==> src/rtl/numsend.sv <==
// numsend: sends a 32-bit value as ASCII hex, MSD first, leading zeros suppressed.
// Define NUMSEND_CRLF_EN to append CR LF after the last digit.
module numsend #(
  parameter int unsigned DIGITS = 8,
  parameter int unsigned LOWER  = 0
) (
  input  logic        clk,
  input  logic        rst,
  input  logic        start,
  input  logic [31:0] value,
  input  logic        txready,
  output logic [7:0]  txdata,
  output logic        txclk,
  output logic        busy,
  output logic        done
);

  localparam int unsigned VAL_W = 32;
  localparam int unsigned IDX_W = 3;
  localparam int unsigned NIBS  = 8;

  typedef enum logic [2:0] {
    S_IDLE, S_WAITRDY, S_STROBE, S_GAP, S_FINISH
  } state_t;

`ifdef NUMSEND_CRLF_EN
  typedef enum logic [1:0] {PH_DIGIT, PH_CR, PH_LF} phase_t;
  phase_t r_phase, w_phase_nxt;
`endif

  state_t             r_state, w_state_nxt;
  logic [VAL_W-1:0]   r_sreg, w_sreg_nxt;
  logic [IDX_W-1:0]   r_idx, w_idx_nxt;
  logic [VAL_W-1:0]   w_masked;
  logic [7:0]         w_char;
  logic [7:0]         r_txdata;
  logic               r_txclk, r_busy, r_done;

  function automatic logic [VAL_W-1:0] digit_mask();
    logic [VAL_W-1:0] m;
    m = '0;
    for (int unsigned i = 0; i < NIBS; i++)
      if (i < DIGITS) m[4*i +: 4] = 4'hF;
    return m;
  endfunction

  // Highest nonzero nibble, 0 when the value is all zero.
  function automatic logic [IDX_W-1:0] top_idx(input logic [VAL_W-1:0] v);
    logic [IDX_W-1:0] idx;
    idx = '0;
    for (int unsigned i = 0; i < NIBS; i++)
      if (v[4*i +: 4] != 4'h0) idx = IDX_W'(i);
    return idx;
  endfunction

  function automatic logic [7:0] hex_ascii(input logic [3:0] n);
    if (n < 4'd10) return 8'h30 + {4'h0, n};
    return ((LOWER != 0) ? 8'h57 : 8'h37) + {4'h0, n};
  endfunction

  assign w_masked = value & digit_mask();

  always_comb begin
    w_state_nxt = r_state;
    w_sreg_nxt  = r_sreg;
    w_idx_nxt   = r_idx;
`ifdef NUMSEND_CRLF_EN
    w_phase_nxt = r_phase;
`endif
    case (r_state)
      S_IDLE: begin
        if (start) begin
          w_sreg_nxt  = w_masked;
          w_idx_nxt   = top_idx(w_masked);
`ifdef NUMSEND_CRLF_EN
          w_phase_nxt = PH_DIGIT;
`endif
          w_state_nxt = S_WAITRDY;
        end
      end
      S_WAITRDY: if (txready) w_state_nxt = S_STROBE;
      S_STROBE:  w_state_nxt = S_GAP;
      S_GAP: begin
`ifdef NUMSEND_CRLF_EN
        w_state_nxt = S_WAITRDY;
        if (r_phase == PH_DIGIT && r_idx != '0) w_idx_nxt = r_idx - IDX_W'(1);
        else if (r_phase == PH_DIGIT)           w_phase_nxt = PH_CR;
        else if (r_phase == PH_CR)              w_phase_nxt = PH_LF;
        else                                    w_state_nxt = S_FINISH;
`else
        if (r_idx == '0) begin
          w_state_nxt = S_FINISH;
        end else begin
          w_idx_nxt   = r_idx - IDX_W'(1);
          w_state_nxt = S_WAITRDY;
        end
`endif
      end
      S_FINISH: w_state_nxt = S_IDLE;
      default:  w_state_nxt = S_IDLE;
    endcase

    // Byte presented for the upcoming WAITRDY/STROBE/GAP sequence.
    w_char = hex_ascii(w_sreg_nxt[{w_idx_nxt, 2'b00} +: 4]);
`ifdef NUMSEND_CRLF_EN
    if (w_phase_nxt == PH_CR)      w_char = 8'h0D;
    else if (w_phase_nxt == PH_LF) w_char = 8'h0A;
`endif
  end

  always_ff @(posedge clk) begin
    if (rst) begin
      r_state  <= S_IDLE;
      r_sreg   <= '0;
      r_idx    <= '0;
      r_txdata <= '0;
      r_txclk  <= 1'b0;
      r_busy   <= 1'b0;
      r_done   <= 1'b0;
`ifdef NUMSEND_CRLF_EN
      r_phase  <= PH_DIGIT;
`endif
    end else begin
      r_state  <= w_state_nxt;
      r_sreg   <= w_sreg_nxt;
      r_idx    <= w_idx_nxt;
      r_txclk  <= (r_state == S_STROBE);
      r_done   <= (r_state == S_FINISH);
      r_busy   <= (w_state_nxt != S_IDLE);
      if (w_state_nxt == S_WAITRDY) r_txdata <= w_char;
`ifdef NUMSEND_CRLF_EN
      r_phase  <= w_phase_nxt;
`endif
    end
  end

  assign txdata = r_txdata;
  assign txclk  = r_txclk;
  assign busy   = r_busy;
  assign done   = r_done;

endmodule

==> config.mk <==
export PLATFORM = sky130hd
export DESIGN_NAME = numsend
export DESIGN_NICKNAME = d
export VERILOG_FILES = /design/src/rtl/numsend.sv
export SDC_FILE = /design/constraint.sdc
export NUM_CORES = 1
export LEC_CHECK = 0
export CAP_MARGIN = 30
export CORE_MARGIN = 2
export CORE_UTILIZATION = 45
export DETAILED_ROUTE_END_ITERATION = 8
export GPL_ROUTABILITY_DRIVEN = 0
export HOLD_SLACK_MARGIN = 0.08
export PLACE_DENSITY = 0.74
export SETUP_SLACK_MARGIN = 0.2
export SYNTH_ARGS = -nofsm -noshare
export SYNTH_HDL_FRONTEND = slang
export SYNTH_SLANG_ARGS = --single-unit
==> constraint.sdc <==
create_clock -name clk -period 11.35 [get_ports clk]
set_input_delay 2.27 -clock clk [delete_from_list [all_inputs] [get_ports clk]]
set_output_delay 2.27 -clock clk [all_outputs]
set_load 0.05 [all_outputs]
Word level (Yosys, flattened, before mapping) --
Index checks and enable logic that the tools add are counted.
Operators by class: add/subtract/negate cells 3, $mul 0, div/mod/pow operators 0, order comparisons 1, equal/unequal tests 5, shift-type cells 1, multiplexer cells 19, bitwise logic cells 0, reductions and logical operators 10
Operators by type and width (number):
- 32-bit two-way mux | 2
- 3-bit two-way mux | 11
- 32-bit by 6-bit indexed part select with 4-bit output | 1
- 4-bit nonzero test | 7
- 8-bit two-way mux | 2
- 6-bit by 4-bit adder with 7-bit output (first input constant) | 2
- 3-bit one-hot mux with 4 select lines | 1
- 3-bit by 1-bit == test with 1-bit output (second input constant) | 2
- 3-bit by 2-bit == test with 1-bit output (second input constant) | 2
- 3-bit logical NOT | 2
- 3-bit one-hot mux with 2 select lines | 1
- 4-bit < comparator (second input constant) | 1
- 3-bit == test (second input constant) | 1
- 3-bit nonzero test | 1
- 3-bit by 1-bit subtractor with 3-bit output (second input constant) | 1
- 1-bit two-way mux | 2
Storage, ports and cells: flip-flop bits (word level) 49, latch bits 0, bits in writable memories 0, memory bits (read-only) 0, input bits 36, output and inout port bits 11, logic and storage cells 46, memories kept 0

Logic depth before layout (Yosys ltp) --
Gate-level depths: netlist (run 1).
depth after elaboration 14, gate-level depth with buffers 14, depth with buffers taken out 13

Least setup slack after synthesis (run 1) --
Ideal clock, no wire load.
path kind input-to-reg, start in value[8], end reg r_txdata[1], in the netlist txdata[1], setup time 0.091 ns, arrival time 5.035 ns, data required time 11.259 ns, slack 6.224 ns, cell stages on the path 11, buffers on the path 0, cells stage by stage or4_1 o211ai_1 o2111ai_1 nand2_4 mux4_1 a22o_1 or3b_4 inv_1 ha_1 a31o_2 a311oi_1
Between the ends: longest elaborated chain between the ends 13, elaborated cells on any way between the ends 18, those cells by class add/sub (2); order compare (1); shift (1); mux (13); reduce/logical (1)
Ends and longest elaborated chain:
- start, declared | RTL line 10 | input logic [31:0] value,
- 4-bit nonzero test | RTL line 52 | if (v[4*i +: 4] != 4'h0) idx = IDX_W'(i);
- 3-bit two-way mux (6 in a row) | RTL line 52
- 3-bit two-way mux | RTL line 72 | if (start) begin
- 3-bit one-hot mux with 2 select lines | RTL line 70 | case (r_state)
- 32-bit by 6-bit indexed part select with 4-bit output * | RTL line 104 | w_char = hex_ascii(w_sreg_nxt[{w_idx_nxt, 2'b00} +: 4]);
- 6-bit by 4-bit adder with 7-bit output or 4-bit < comparator (tied branches) | RTL line 57 | if (n < 4'd10) return 8'h30 + {4'h0, n};
- 8-bit two-way mux or 1-bit two-way mux (tied branches) | RTL line 57
- 8-bit two-way mux * | RTL line 58 | return ((LOWER != 0) ? 8'h57 : 8'h37) + {4'h0, n};
- end signal, assigned | RTL line 130 | if (w_state_nxt == S_WAITRDY) r_txdata <= w_char;
- end, declared | RTL line 36 | logic [7:0] r_txdata;
Every way passes the cells marked *; elsewhere a longest branch is shown, timed or not. The select of a mux whose other input is x is not followed. A chain may end at the register's enable or synchronous reset.

Final worst setup path (run 1) --
start in value[9], end reg r_txdata[1], in the netlist txdata[1]
Same word-level chain as after synthesis.

==> flow_metrics.tcl, run 1 <==
set metrics [dict create \
    outcome "finished clean" \
    drive_gt1_frac 0.0696 \
    finalHoldViolations 0 \
    power.leakage_nw 1.19 \
    fp.dieW_um 78.1 \
    crit_fanout 16 \
    portBuffers 45 \
    setup_viol 0 \
    post_cts_buffers 0 \
    via_per_inst 5.58 \
    slew_headroom 0.440 \
    finalCriticalPeriod_ps 5650 \
    ctsHoldBuffers 0 \
    fmax_mhz 177 \
    grt_pass1_wl_um 9300 \
    crit-reg2reg-launch "r_state[1]" \
    finalCritPeriodShare 0.498 \
    htreeDepth 2 \
    diodes 0 \
    grt-ovfl-total 0 \
    power_mw 0.471 \
    num_vias 2155 \
    drv_slew 0 \
    min-delay-path-class "flop to flop" \
    wl_per_cell_um 14.8 \
    critical_path_class "input pin to flop" \
    grt_pass1_vias 2008 \
    cap_viol_max_count 0 \
    synth.distinct_cells 56 \
    setup-tns-final_ps 0 \
    place_hpwl_um 4190 \
    yosysTopAreaCellShare 0.389 \
    grt_start_max_net_pins 50 \
    fp.dieH_um 78.1 \
    fillerInstances 475 \
    dp_slack_ps 5370 \
    power_density_nw_per_um2 154 \
    yosys.area.top_type "dfxtp_1" \
    initialDrtViolationCount 100 \
    ir_drop_mv 0.0778 \
    rsz0062_at_grt "false" \
    syn2layout_area_growth_pct 23.6 \
    initial_utilization 0.475 \
    drtAntennaViolNets 0 \
    ios 47 \
    synthesis.instances 278 \
    cts_sinks 48 \
    cts_buffers 5 \
    cp-end-kind "flop" \
    grt_use_total 0.191 \
    worst_slack_ps 5700 \
    final_cell_mix "48 x nand2_1, 48 x dfxtp_1, 45 x clkdlybuf4s50_1" \
    crit_path_start "value[9]" \
    dr.pass1.iters 4 \
    row_count 26 \
    netlist_top_cells_area "dfxtp_1 39%, mux2i_1 9.7%, nand2_1 7.3%" \
    routed_wl_um 5720 \
    cp.arrival_ps 5860 \
    antenna_found_initial 0 \
    hold_start "r_sreg[11]" \
    tightest_slew_ps 840 \
    syn_area_um2 2470 \
    core_area_um2 5200 \
    drc_errors 0 \
    synth_nets 317 \
    syn_area_per_cell_um2 8.89 \
    fin_skew_ps 8.75 \
    cts.path.max_buffers 2 \
    die_area_um2 6100 \
    seq_area_frac_synth 0.389 \
    clock_latency_ps 300 \
    tritoncts "yes" \
    path_clk_slew_ps 90 \
    cts.repair.resized 0 \
    cts_root_buf "clkbuf_8" \
    synth_warnings 0 \
    required_ps 11550 \
    synth-seq-cells 48 \
    fin_nets 354 \
    start_kind "input pin" \
    hold_slack_ps 453 \
]
flip-flops by register name, indices dropped and copies added, names as in the netlist:
register	flops
txdata	7
txclk	1
done	1
r_sreg	32
busy	1
r_state	3
r_idx	3
area by class of cell:
class	instances	area, µm²	share of cell area
multi-input cells	209	1410	0.463
flip-flops and latches	48	961	0.315
inverters	3	11.3	0.00369
clock buffers	6	72.6	0.0238
repair buffers	48	473	0.155
well taps	70	87.6	0.0287
clock inverters	2	35.0	0.0115
routing by layer:
| metal | global-route usage | up-vias | share of wire |
|---|---|---|---|
| li1 | - | 1086 | - |
| met1 | 0.247 | 997 | 0.46 |
| met2 | 0.318 | 62 | 0.47 |
| met3 | 0.0425 | 10 | 0.058 |
| met4 | 0.0632 | 0 | 0.015 |
| met5 | 0 | - | 0 |
stage by stage:
stage / area, µm² / util / std cells
global route: 3050 / 0.587 / 386
global placement: 2950 / 0.566 / 378
finish: 3050 / 0.587 / 386
detailed placement: 2950 / 0.566 / 378
CTS: 3050 / 0.587 / 386
floorplan: 2470 / - / 278
kinds of logic after synthesis:
| kind of cell | after synthesis | share of synthesized area |
|---|---|---|
| other cells | 1 | 0.00152 |
| compound gates | 58 | 0.168 |
| buf+inv | 21 | 0.0390 |
| fa+ha+maj | 3 | 0.0152 |
| simple gates | 117 | 0.236 |
| flops | 48 | 0.389 |
| mux | 30 | 0.151 |
power breakdown:
group / total, mW / switching, mW / internal [mW]
clock network: 0.122 / 0.0565 / 0.0654
registers: 0.193 / 0.00906 / 0.184
logic: 0.156 / 0.0911 / 0.0648
total: 0.471 / 0.157 / 0.314
Yosys cell counts, drive strengths merged:
master   count
o311a        1
a21o         1
or4b         1
a211oi       8
dfxtp       48
ha           3
nand2       49
o221ai       2
nand3b       2
a31oi        1
o21ai        2
nand4        3
a32o         2
mux2i       25
nor3b        1
a31o         1
o2111ai      2
nor2b        2
clkbuf      10
o211ai       1
nor4b        1
o211a        1
or4          4
a22oi        2
buf          8
and2         4
o22ai        1
mux4         5
conb         1
nand3        6
o311ai       1
inv          3
a221oi       2
a21oi       23
o31a         1
a211o        1
o21a         1
a22o         2
nor3         7
or3b         2
nand2b       5
nor2        25
a311oi       2
nor4         5
worst max-delay path: stages:
cell and delay (ps):
clkdlybuf4s50_1 440, or4_1 550, o211ai_1 200, o2111ai_1 260, nand2_4 330, mux4_1 330
a22o_1 240, or3b_4 390, inv_1 150, ha_1 250, a31o_2 200, a311oi_1 250
final timing paths:
check | slack [ps] | depth (start not counted) | to
worst min-delay path | 450 | 2 | r_sreg[11]
worst min register to register | 450 | 2 | r_sreg[11]
worst max register to register | 7610 | 11 | txdata[1]
worst max-delay path | 5700 | 12 | txdata[1]
(Power assumes the default switching activity.)
==> inputs of run 2 (changes only) <==
- PLACE_DENSITY: 0.74 -> 0.76
- clock period: 11.35 -> 4.65 ns (I/O delays scaled with it)
==> flow_metrics.tcl, run 2 (synthesis results as in run 1) <==
set metrics [dict create \
    cts_buffers 5 \
    cts_sinks 48 \
    setup-tns-final_ps 0 \
    wl_met1_um 2780 \
    finalHoldViolations 0 \
    dr.pass1.iters 4 \
    fin_nets 356 \
    largest_register "r_sreg" \
    portBuffers 45 \
    ios 47 \
    cts_root_buf "clkbuf_8" \
    place_hpwl_um 4420 \
    final_cell_mix "48 x nand2_1, 48 x dfxtp_1, 45 x clkdlybuf4s50_1" \
    path_clk_slew_ps 90 \
    grt_pass1_wl_um 9630 \
    grt_pass1_vias 2026 \
    wl_met3_um 270 \
    die_area_um2 6100 \
    required_ps 4870 \
    fp.dieH_um 78.1 \
    grt_start_max_net_pins 32 \
    row_count 26 \
    initialDrtViolationCount 105 \
    drc_errors 0 \
    fp.dieW_um 78.1 \
    ctsHoldBuffers 0 \
    top_layer_used "met4" \
    wl_per_cell_um 15.3 \
    routed_wl_um 5950 \
    largest_register_ffs 32 \
    finalCritPeriodShare 0.911 \
    utilization 0.589 \
    initial_utilization 0.475 \
    route.met2.wl_um 2740 \
    core_area_um2 5200 \
    cp.arrival_ps 4460 \
    fin_skew_ps 7.11 \
    antenna_found_initial 0 \
    outcome "finished clean" \
    tritoncts "yes" \
    drv_slew 0 \
    setup_viol 0 \
    via_per_inst 5.68 \
    num_vias 2202 \
    drtAntennaViolNets 0 \
    cap_viol_max_count 0 \
    grt_use_total 0.198 \
    ir_drop_mv 0.165 \
    power.leakage_nw 1.20 \
    critical_path_class "input pin to flop" \
    cts.repair.resized 0 \
    post_cts_buffers 0 \
    htreeDepth 2 \
    drive_gt1_frac 0.0786 \
    cp-end-kind "flop" \
    finalCriticalPeriod_ps 4240 \
    min-delay-path-class "flop to flop" \
    syn2layout_area_growth_pct 24.1 \
    grt-ovfl-total 0 \
    slew_headroom 0.438 \
    start_kind "input pin" \
    power_density_nw_per_um2 364 \
    cts.path.max_buffers 2 \
    clock_latency_ps 310 \
    fmax_mhz 236 \
    tightest_slew_ps 843 \
    crit_fanout 11 \
    diodes 0 \
    rsz0062_at_grt "false" \
]
## run 2: cell count changes in the layout (fill, tap and decap cells not counted)
cell,change
clkinv_2,+1
buf_4,+1
bufinv_16,-1
clkbuf_1,-1
buf_12,+1
clkbuf_8,+1
## run 2: layout make-up
class                           count  area, µm²
Clock buffer                        6       82.6
Clock inverter                      2       10.0
Fill cell                         480       2140
Inverter                            3       11.3
Multi-Input combinational cell    209       1410
Sequential cell                    48        961
Tap cell                           70       87.6
Timing Repair Buffer               50        500
## run 2: report_power, final
group | internal [mW] | switching (mW) | leakage (nW)
Sequential | 0.449 | 0.0228 | 0.394
Clock | 0.119 | 0.139 | 0.0510
Combinational | 0.163 | 0.225 | 0.759
## run 2: metal layers
metal | global-route usage | up-vias
met5 | 0 | -
met4 | 0.0772 | 0
met3 | 0.0437 | 19
met2 | 0.319 | 69
met1 | 0.260 | 1022
li1 | - | 1092
## run 2: final timing paths
path / startpoint / endpoint / slack (ps) / cells after the start
max reg2reg: r_state[1] / txdata[1] / 1120 / 11
min: r_sreg[29] / r_sreg[29] / 460 / 2
min reg2reg: r_sreg[29] / r_sreg[29] / 460 / 2
max: value[9] / txdata[1] / 410 / 12
## run 2: through the flow
step                power [mW]  cell area (µm²)  instances  setup WS (ps)  hold WS, ps
global placement         0.857             2970        380            209          440
finish                    1.12             3070        388            413          464
floorplan                0.751             2470        278            864          429
detailed placement       0.866             2970        380            101          448
CTS                       1.12             3070        388            434          464
global route              1.18             3070        388            204          477
## run 2: worst max-delay path, cell delays in order
cell	delay, ps
clkdlybuf4s50_1	440
or4_1	550
o211ai_1	210
o2111ai_1	280
nand2_4	220
buf_4	240
nand2_1	80
a32o_1	230
a221oi_1	500
ha_1	350
a31o_2	200
a311oi_1	220
==> inputs of run 3 (changes only) <==
- CORE_ASPECT_RATIO: unset -> 0.6
- PLACE_DENSITY: 0.76 -> 0.74
- clock period: 4.65 -> 5.2 ns (I/O delays scaled with it)
==> flow_metrics.tcl, run 3 (synthesis results as in run 1) <==
set metrics [dict create \
    outcome "finished clean" \
    initialDrtViolationCount 179 \
    largest_register_ffs 32 \
    cts_root_buf "clkbuf_8" \
    tritoncts "yes" \
    htreeDepth 2 \
    min-delay-path-class "flop to flop" \
    fin_skew_ps 4.43 \
    fillerInstances 462 \
    core_area_um2 5180 \
    p_comb_frac 0.359 \
    p_int_mw 0.633 \
    cp-end-kind "flop" \
    required_ps 5410 \
    power.leakage_nw 1.19 \
    syn2layout_area_growth_pct 23.2 \
    initial_utilization 0.477 \
    grt_pass1_vias 2016 \
    fmax_mhz 225 \
    drive_gt1_frac 0.0698 \
    cts.repair.resized 0 \
    tightest_slew_ps 869 \
    drv_slew 0 \
    clock_latency_ps 300 \
    swShare 0.347 \
    grt_start_max_net_pins 25 \
    rsz0062_at_grt "false" \
    row_count 20 \
    start_kind "input pin" \
    portBuffers 45 \
    cts.path.max_buffers 2 \
    cap_viol_max_count 0 \
    grt_pass1_wl_um 9710 \
    largest_register "r_sreg" \
    critical_path_class "input pin to flop" \
    dr.pass1.iters 4 \
    slew_headroom 0.420 \
    routed_wl_um 5860 \
    power_mw 0.970 \
    fin_nets 356 \
    grt_use_total 0.204 \
    power_density_nw_per_um2 318 \
    drc_errors 0 \
    final_cell_mix "48 x nand2_1, 48 x dfxtp_1, 45 x clkdlybuf4s50_1" \
    ios 47 \
    seqPwrFrac 0.434 \
    finalCritPeriodShare 0.854 \
    drtAntennaViolNets 0 \
    wl_per_cell_um 15.4 \
    ir_drop_mv 0.127 \
    num_vias 2205 \
    ctsHoldBuffers 0 \
    p_clk_frac 0.207 \
    finalHoldViolations 0 \
    fp.dieW_um 99.7 \
    cts_buffers 5 \
    grt-ovfl-total 0 \
    finalCriticalPeriod_ps 4440 \
    multiInputGateArea_um2 1410 \
    fp.dieH_um 61.4 \
    setup_viol 0 \
    switching_power_mw 0.336 \
    place_hpwl_um 4410 \
    antenna_found_initial 0 \
    setup-tns-final_ps 0 \
    diodes 0 \
    cts_sinks 48 \
    regArea_um2 961 \
    cp.arrival_ps 4650 \
    crit_fanout 16 \
    via_per_inst 5.79 \
    die_area_um2 6120 \
    path_clk_slew_ps 80 \
    post_cts_buffers 0 \
]
[run 3: cell types whose count changed in the layout (fill, tap and decap cells not counted), sizes merged]
cell / previous run / this run
clkbuf: 6 / 5
clkinv: 2 / 0
[run 3: metrics by stage]
| step | cells | hold slack [ps] | area, µm² | setup slack [ps] | util |
|---|---|---|---|---|---|
| after floorplan | 278 | 429 | 2470 | 1300 | - |
| after global placement | 375 | 439 | 2950 | 535 | 0.569 |
| after detailed placement | 376 | 445 | 2980 | 443 | 0.575 |
| after CTS | 381 | 456 | 3050 | 758 | 0.588 |
| after global routing | 381 | 476 | 3050 | 506 | 0.588 |
| final | 381 | 457 | 3050 | 759 | 0.588 |
[run 3: layout make-up]
class,instances,share of cell area
multi-input combinational,209,0.464
sequential,48,0.316
timing repair buffer,50,0.167
tap,66,0.0271
clock buffer,5,0.0226
inverter,3,0.00370
[run 3: routing by layer]
| layer | global-route usage | share of wire | vias up |
|---|---|---|---|
| met5 | 0 | 0 | - |
| met4 | 0.0431 | 0.0072 | 0 |
| met2 | 0.313 | 0.41 | 78 |
| met1 | 0.298 | 0.49 | 1034 |
| li1 | - | - | 1089 |
| met3 | 0.0488 | 0.086 | 4 |
[run 3: final timing paths]
kind	start	to	slack, ps	depth (start not counted)
min reg2reg	r_sreg[31]	r_sreg[31]	460	2
max	value[9]	txdata[1]	760	12
max reg2reg	r_state[1]	txdata[1]	1530	11
min	r_sreg[31]	r_sreg[31]	460	2
[run 3: worst max-delay path: stages]
cell,delay (ps)
clkdlybuf4s50_1,440
or4_1,560
o211ai_1,200
o2111ai_1,270
nand2_4,340
mux4_1,330
a22o_1,250
or3b_4,390
inv_1,150
ha_1,250
a31o_2,200
a311oi_1,220
[run 3: power groups by stage]
| stage | clock network, mW | registers, mW | logic [mW] |
|---|---|---|---|
| floorplan | 0 | 0.462 | 0.210 |
| global placement | 0 | 0.428 | 0.339 |
| detailed placement | 0 | 0.429 | 0.346 |
| CTS | 0.206 | 0.420 | 0.348 |
| global route | 0.219 | 0.424 | 0.383 |
| finish | 0.201 | 0.420 | 0.348 |
